==> config.mk <==
export PLATFORM = sky130hd
export DESIGN_NAME = mna_inject_arbiter
export DESIGN_NICKNAME = d
export VERILOG_FILES = /design/src/rtl/mna_inject_arbiter.sv
export SDC_FILE = /design/constraint.sdc
export NUM_CORES = 1
export LEC_CHECK = 0
export CORE_ASPECT_RATIO = 0.5
export CORE_MARGIN = 2
export CORE_UTILIZATION = 63
export DETAILED_ROUTE_END_ITERATION = 7
export DONT_BUFFER_PORTS = 1
export GPL_ROUTABILITY_DRIVEN = 0
export HOLD_SLACK_MARGIN = 0.15
export PLACE_DENSITY = 0.75
export RECOVER_POWER = 100
export SLEW_MARGIN = 20
export SYNTH_ARGS = -nofsm -noshare
export SYNTH_HDL_FRONTEND = slang
export SYNTH_SLANG_ARGS = --single-unit
export TNS_END_PERCENT = 30
==> constraint.sdc <==
create_clock -name clock -period 2.25 [get_ports clock]
set_input_delay 0.675 -clock clock [delete_from_list [all_inputs] [get_ports clock]]
set_output_delay 0.675 -clock clock [all_outputs]
set_load 0.03 [all_outputs]
==> src/rtl/mna_inject_arbiter.sv <==
// Two-requester NoC injection arbiter: round-robin packet grant,
// VC allocation at packet start, registered single-flit output stage.
module mna_inject_arbiter #(
  parameter int          FLIT_W      = 37,
  parameter int          VC_N        = 8,
  parameter logic [15:0] PKT_CNT_RST = 16'h0000
) (
  input  logic              clock,
  input  logic              reset,
  input  logic [1:0]        req_valid,
  input  logic [FLIT_W-1:0] req_data0,
  input  logic [FLIT_W-1:0] req_data1,
  input  logic [1:0]        req_last,
  output logic [1:0]        req_ready,
  input  logic [VC_N-1:0]   is_on_off,
  input  logic [VC_N-1:0]   is_allocatable,
  output logic [FLIT_W-1:0] noc_data,
  output logic              is_valid,
  output logic [VC_N-1:0]   vc_sel,
  output logic [1:0]        grant,
  output logic [15:0]       pkt_count
);

  localparam logic [0:0] IDLE = 1'b0;
  localparam logic [0:0] SEND = 1'b1;

  logic [0:0]        state;
  logic              ptr;
  logic [VC_N-1:0]   avail;
  logic [VC_N-1:0]   avail_low;
  logic              win_idx;
  logic              gidx;
  logic              vc_on;
  logic              xfer;
  logic              tail;
  logic [FLIT_W-1:0] flit;

  assign avail     = is_allocatable & is_on_off;
  assign avail_low = avail & (~avail + VC_N'(1));

  // A lone requester wins outright; the pointer breaks ties only.
  always_comb begin
    win_idx = ptr;
    unique case (1'b1)
      req_valid == 2'b01: win_idx = 1'b0;
      req_valid == 2'b10: win_idx = 1'b1;
      default:            win_idx = ptr;
    endcase
  end

  assign gidx  = grant[1];
  assign vc_on = |(is_on_off & vc_sel);
  assign flit  = gidx ? req_data1 : req_data0;
  assign tail  = req_last[gidx];

  always_comb begin
    req_ready = 2'b00;
    if (state == SEND && !reset)
      req_ready = grant & {2{vc_on}};
  end

  assign xfer = |(req_valid & req_ready);

  always_ff @(posedge clock) begin
    if (reset) begin
      state     <= IDLE;
      ptr       <= 1'b0;
      noc_data  <= '0;
      is_valid  <= 1'b0;
      vc_sel    <= '0;
      grant     <= 2'b00;
      pkt_count <= PKT_CNT_RST;
    end else begin
      is_valid <= 1'b0;
      case (state)
        IDLE: begin
          if (|req_valid && |avail) begin
            state  <= SEND;
            grant  <= win_idx ? 2'b10 : 2'b01;
            vc_sel <= avail_low;
          end
        end
        SEND: begin
          if (xfer) begin
            noc_data <= flit;
            is_valid <= 1'b1;
            if (tail) begin
              state     <= IDLE;
              grant     <= 2'b00;
              vc_sel    <= '0;
              pkt_count <= pkt_count + 16'd1;
              ptr       <= ~gidx;
            end
          end
        end
        default: state <= IDLE;
      endcase
    end
  end

endmodule
==> results of run 1 <==
stage by stage:
stage               worst slack [ns]  util (%)  hold WS [ns]
floorplan                     0.0954         -         0.476
global placement               0.164      72.4         0.485
detailed placement             0.150      72.4         0.487
CTS                            0.137      77.4         0.385
global route                  0.0504      75.1         0.378
finish                         0.113      75.1         0.402
worst register-to-register path: cells and delay by family (launching register included):
family,cells,cell delay [ns]
and+or+nand+nor,4,1.06
buffers and inverters,1,0.40
DFF,1,0.31
AOI/OAI and AO/OA,1,0.15
layout make-up:
class                           instances  area [sq um]
Clock buffer                            9           124
Multi-Input combinational cell        238          1620
Timing Repair Buffer                   26           153
Fill cell                             354          1130
Clock inverter                          7           103
Inverter                                5          18.8
Sequential cell                        66          1320
Tap cell                               66          82.6
synthesized netlist by cell type (2+ instances only):
cell type,instances,area [sq um]
and2_1,6,37.5
nor2_1,51,191
inv_1,5,18.8
o21ai_0,6,30.0
nand2b_1,3,18.8
a211oi_1,38,285
a21oi_1,4,20.0
or3_1,5,31.3
a22oi_1,7,52.6
clkbuf_1,11,41.3
nand2_1,14,52.6
a222oi_1,2,20.0
nand4_1,9,56.3
mux2i_1,43,430
nor3_1,2,10.0
xnor2_1,5,43.8
nor4_1,2,12.5
nand3_1,13,65.1
xor2_1,4,35.0
dfxtp_1,66,1320
ha_1,3,37.5
o32ai_1,3,26.3
buf_2,10,50.1
kinds of logic (layout without fill, tap and decap cells):
group,after synthesis,count (layout)
xor+xnor,9,9
mux,45,45
flops,66,66
fa+ha+maj,3,3
buf+inv,27,47
compound gates,68,68
simple gates,113,113
power by group:
part | switching (mW) | internal (mW) | total (mW) | leakage (nW)
Sequential | 0.0228 | 1.18 | 1.20 | 0.533
Clock | 0.476 | 0.633 | 1.11 | 0.110
Combinational | 0.0748 | 0.0594 | 0.134 | 0.432
routing by layer:
layer / wire [um] / vias to the layer above / part of all wire (%)
met5: 0 / - / 0
met4: 123 / 0 / 1.7
met3: 837 / 19 / 11
met2: 3510 / 108 / 47
met1: 2920 / 1211 / 40
li1: - / 1257 / -
path summary, 6_finish.rpt:
kind / start / endpoint / slack, ns / cells past startpoint
setup / recovery: is_on_off[6] / req_ready[0] / 0.11 / 3
hold / removal: reset / pkt_count[5]$_SDFFE_PP0P_ / 0.40 / 1
setup reg to reg: pkt_count[10]$_SDFFE_PP0P_ / pkt_count[15]$_SDFFE_PP0P_ / 0.27 / 6
hold reg to reg: ptr$_SDFFE_PP0P_ / ptr$_SDFFE_PP0P_ / 0.49 / 2
state kept, by name (all words and copies together) (netlist names):
name / count
ptr: 1
state: 1
grant: 2
pkt_count: 16
is_valid: 1
noc_data: 37
vc_sel: 8
==> summary.txt, run 1 <==
outcome: finished, final reports clean
vias in the first global route: 2431
final worst-path cycle share: 95.0%
# rows: 17
Vias: 2595
async set-or-reset flop fraction in the synthesized netlist: 0%
# resized after CTS: 0
Pwr Density: 715 nW/um^2
Cell Chain, Critical Path: a22oi_1, a41oi_2, and2_1
TritonCTS clock tree: done
post-synthesis compound-gate area fraction: 16.8%
Worst path top cell family by delay: compound AO/OA/AOI/OAI gates
Sink Count: 66
total congestion overflow: 0
input/output buffers: 0
Global Route met2 Usage: 45.6%
flops & latches, synth: 66
die area: 5510 sq um
DP Area: 3300 sq um
total track usage: 26.9%
layout cells sized above 1: 8.55%
clock tree buffer depth: 2
Lkg Pwr: 1.07 nW
diodes inserted: 0
final setup fails: 0
largest net degree at the start of global routing: 59
fin cells: 417
Post-Synthesis Cells: 331
Synth Area in Adders: 1.22%
post-route clock skew: 0.00741 ns
post-CTS setup buffer count: 0
clock latency on the worst-skew pair: 0.34 ns
placed cells: 401
Final ANT Viol Nets: 0
core box area: 4550 sq um
max-cap violation count: 0
post-synthesis simple-gate area fraction: 18.0%
post-route cell area: 3420 sq um
Slowest Stage Delay on Critical Path: 0.31 ns
final WL: 7390 um
Worst Path Required: 1.57 ns
Worst VDD drop: 0.486 mV
min cycle time layout: 2.14 ns
endpoint class of the critical path: output port
mux cell area share after synthesis: 14.8%
slew margin rel.: 63.4%
first-pass GRT wire length: 11000 um
main combinational cell family by area after synthesis: simple AND/OR/NAND/NOR gates
Starting Density: 67.8%
initial antenna violation count: 0
grt met1 use: 29.0%
DRC: 0
Root Buffer: clkbuf_8
syn nets: 430
die extent in x: 103 um
IO Pins: 162
Post-Syn Area: 3090 sq um
Yosys cell types: 42
max-slew violation count: 0
CP Class: in2out
Post-Route Setup TNS: 0 ns
Iter 0 DRT Violations: 82
Die Ht: 53.5 um
CP Max Fanout: 3
Synth Area in XOR/XNOR: 2.55%
Vias/cell: 6.22
Area growth syn-to-layout: 10.8%
synth warn: 0
Post-synth EDFFs: 0
Clock Pin Slew Worst Setup and Hold Paths: 0.08 ns
CTS HTree Levels: 3
Worst EP arrival: 1.46 ns
Avg Inst Size Synth: 9.32 sq um
commonest cells after routing, fill and taps aside: 65 x dfxtp_1, 52 x nor2_1, 43 x mux2i_1
Tot Pwr: 2.44 mW
CP bufs+invs: 0
Routed WL per cell: 17.7 um
Hold Vio Cnt, Final: 0
Max Freq: 468 MHz
critical path launch point type: primary input
worst hold path class: in2reg
Worst-Margin Slew: 0.549 ns
Slowest-stage cell, CP: a22oi_1
top_reg_cell synth: dfxtp_1
Final #Nets: 445
post-synthesis sequential area ratio: 42.8%
Final HPWL DP: 5430 um
drt first pass iters: 6
met3 usage: 14.1%
RSZ-0062 raised after global routing: false
GRT Max-Usage Layer: met2
commonest non-fill, non-tap cell in the layout: dfxtp_1
CTS Buf Count: 9
hold buffers post-CTS: 0
Note: power is estimated with default switching activity, not from simulation.
==> inputs of run 2 (changes only) <==
Settings changed: ABC_CLOCK_PERIOD_IN_PS set to 1900, CORE_UTILIZATION 63 to 56, PLACE_DENSITY 0.75 to 0.7.
Clock period 2.25 ns to 1.9 ns, I/O delays scaled along.
==> summary.txt, run 2 (synthesis gave the netlist of run 1 again) <==
Area growth syn-to-layout: 14.2%
final WL: 7350 um
commonest cells after routing, fill and taps aside: 62 x dfxtp_1, 51 x nor2_1, 43 x mux2i_1
Slowest-stage cell, CP: dfxtp_2
first-pass GRT wire length: 11400 um
Hold Vio Cnt, Final: 0
total track usage: 23.9%
endpoint class of the critical path: output port
Sink Count: 66
largest register by flop count: noc_data
# rows: 19
final setup fails: 2
slew margin rel.: 63.7%
biggest regs: noc_data: 37 flops, pkt_count: 16 flops, vc_sel: 8 flops
Vias/cell: 5.97
DRC: 0
met2 WL post-DR: 3720 um
vias in the first global route: 2532
TritonCTS clock tree: done
CP bufs+invs: 0
Worst Path Required: 1.33 ns
max-slew violation count: 0
Final HPWL DP: 5440 um
drt first pass iters: 4
worst hold path class: in2reg
initial antenna violation count: 0
Tot Pwr: 2.88 mW
DR WL met3: 647 um
Vias: 2590
die area: 6160 sq um
max reg flops: 37
final worst-path cycle share: 100%
commonest non-fill, non-tap cell in the layout: dfxtp_1
Iter 0 DRT Violations: 138
CTS Buf Count: 9
Final ANT Viol Nets: 0
largest net degree at the start of global routing: 59
critical path launch point type: register
layout cells sized above 1: 12.7%
violated checks: negative setup slack
outcome: complete, but fails checks
clock tree buffer depth: 2
Top Metal Used: met4
Worst path top cell family by delay: compound AO/OA/AOI/OAI gates
wl on met1: 2920 um
input/output buffers: 0
min cycle time layout: 1.91 ns
Final WS setup: -0.00782 ns
clock latency on the worst-skew pair: 0.33 ns
Clock Pin Slew Worst Setup and Hold Paths: 0.07 ns
hold buffers post-CTS: 0
Die Ht: 56.5 um
Lkg Pwr: 1.12 nW
Worst-Margin Slew: 0.544 ns
RSZ-0062 raised after global routing: true
CTS HTree Levels: 3
IO Pins: 162
CP Class: reg2out
die extent in x: 109 um
Routed WL per cell: 16.9 um
CP Max Fanout: 3
Root Buffer: clkbuf_8
Fillers: 486
core box area: 5400 sq um
total congestion overflow: 0
diodes inserted: 0
Worst EP arrival: 1.34 ns
post-route clock skew: 0.00675 ns
Worst VDD drop: 0.469 mV
Max Freq: 524 MHz
Starting Density: 57.2%
WHS: 0.311 ns
Slowest Stage Delay on Critical Path: 0.33 ns
Cell Chain, Critical Path: a22oi_2, a41oi_2, and2_4
Final #Nets: 455
Pwr Density: 817 nW/um^2
max-cap violation count: 0
## run 2: changes by cell type in the layout (fill, tap and decap cells not counted), sizes merged
cell	before	now
clkinv	3	2
buf	8	11
clkbuf	27	36
inv	6	5
## run 2: path summary, 6_finish.rpt
| kind | startpoint | endpoint | slack [ns] | cells past startpoint |
|---|---|---|---|---|
| worst min register to register | ptr$_SDFFE_PP0P_ | ptr$_SDFFE_PP0P_ | 0.51 | 2 |
| worst max register to register | pkt_count[1]$_SDFFE_PP0P_ | pkt_count[15]$_SDFFE_PP0P_ | 0.06 | 5 |
| worst min-delay path | reset | state$_SDFF_PP0_ | 0.31 | 1 |
| worst max-delay path | vc_sel[2]$_SDFFE_PP0P_ | req_ready[1] | -0.008 | 3 |
## run 2: worst register-to-register path: stages (launching register included)
cell and delay, ns:
dfxtp_1 0.36, clkbuf_1 0.36, and4_4 0.35, nand4_4 0.15
or3_1 0.39, a21oi_1 0.16
## run 2: cell type report
type	instances	area [sq um]	area share (%)
Sequential cell	66	1330	37.7
Timing Repair Buffer	36	188	5.33
Tap cell	73	91.3	2.59
Inverter	5	18.8	0.533
Clock buffer	11	141	4.01
Clock inverter	5	77.6	2.20
Multi-Input combinational cell	238	1680	47.6
## run 2: what timing repair did
action,CTS,global route
endpoints found under the setup margin,2,2
setup buffers,1,0
pin swaps,1,1
hold endpoints to repair,0,0
resized for setup,10,1
## run 2: routing by layer
layer / global-route usage (%) / vias up
met3: 9.52 / 7
met2: 43.0 / 96
met4: 6.96 / 0
met1: 26.0 / 1205
li1: - / 1282
met5: 0 / -
## run 2: power breakdown
group          leakage (nW)  switching [mW]  total [mW]  internal, mW
clock network         0.109           0.507        1.28         0.771
registers             0.534          0.0230        1.42          1.40
logic                 0.473          0.0996       0.179        0.0799
## run 2: per-stage QoR
| step | setup WS (ns) | cell area (sq um) | instances | setup TNS (ns) | util [%] |
|---|---|---|---|---|---|
| floorplan | -0.0253 | 3090 | 331 | -0.0506 | - |
| global placement | -0.0173 | 3370 | 417 | -0.0303 | 62.5 |
| detailed placement | -0.0771 | 3370 | 417 | -0.478 | 62.5 |
| CTS | -0.00300 | 3630 | 434 | -0.00384 | 67.3 |
| global route | -0.0602 | 3520 | 434 | -0.138 | 65.3 |
| finish | -0.00782 | 3520 | 434 | -0.0149 | 65.3 |
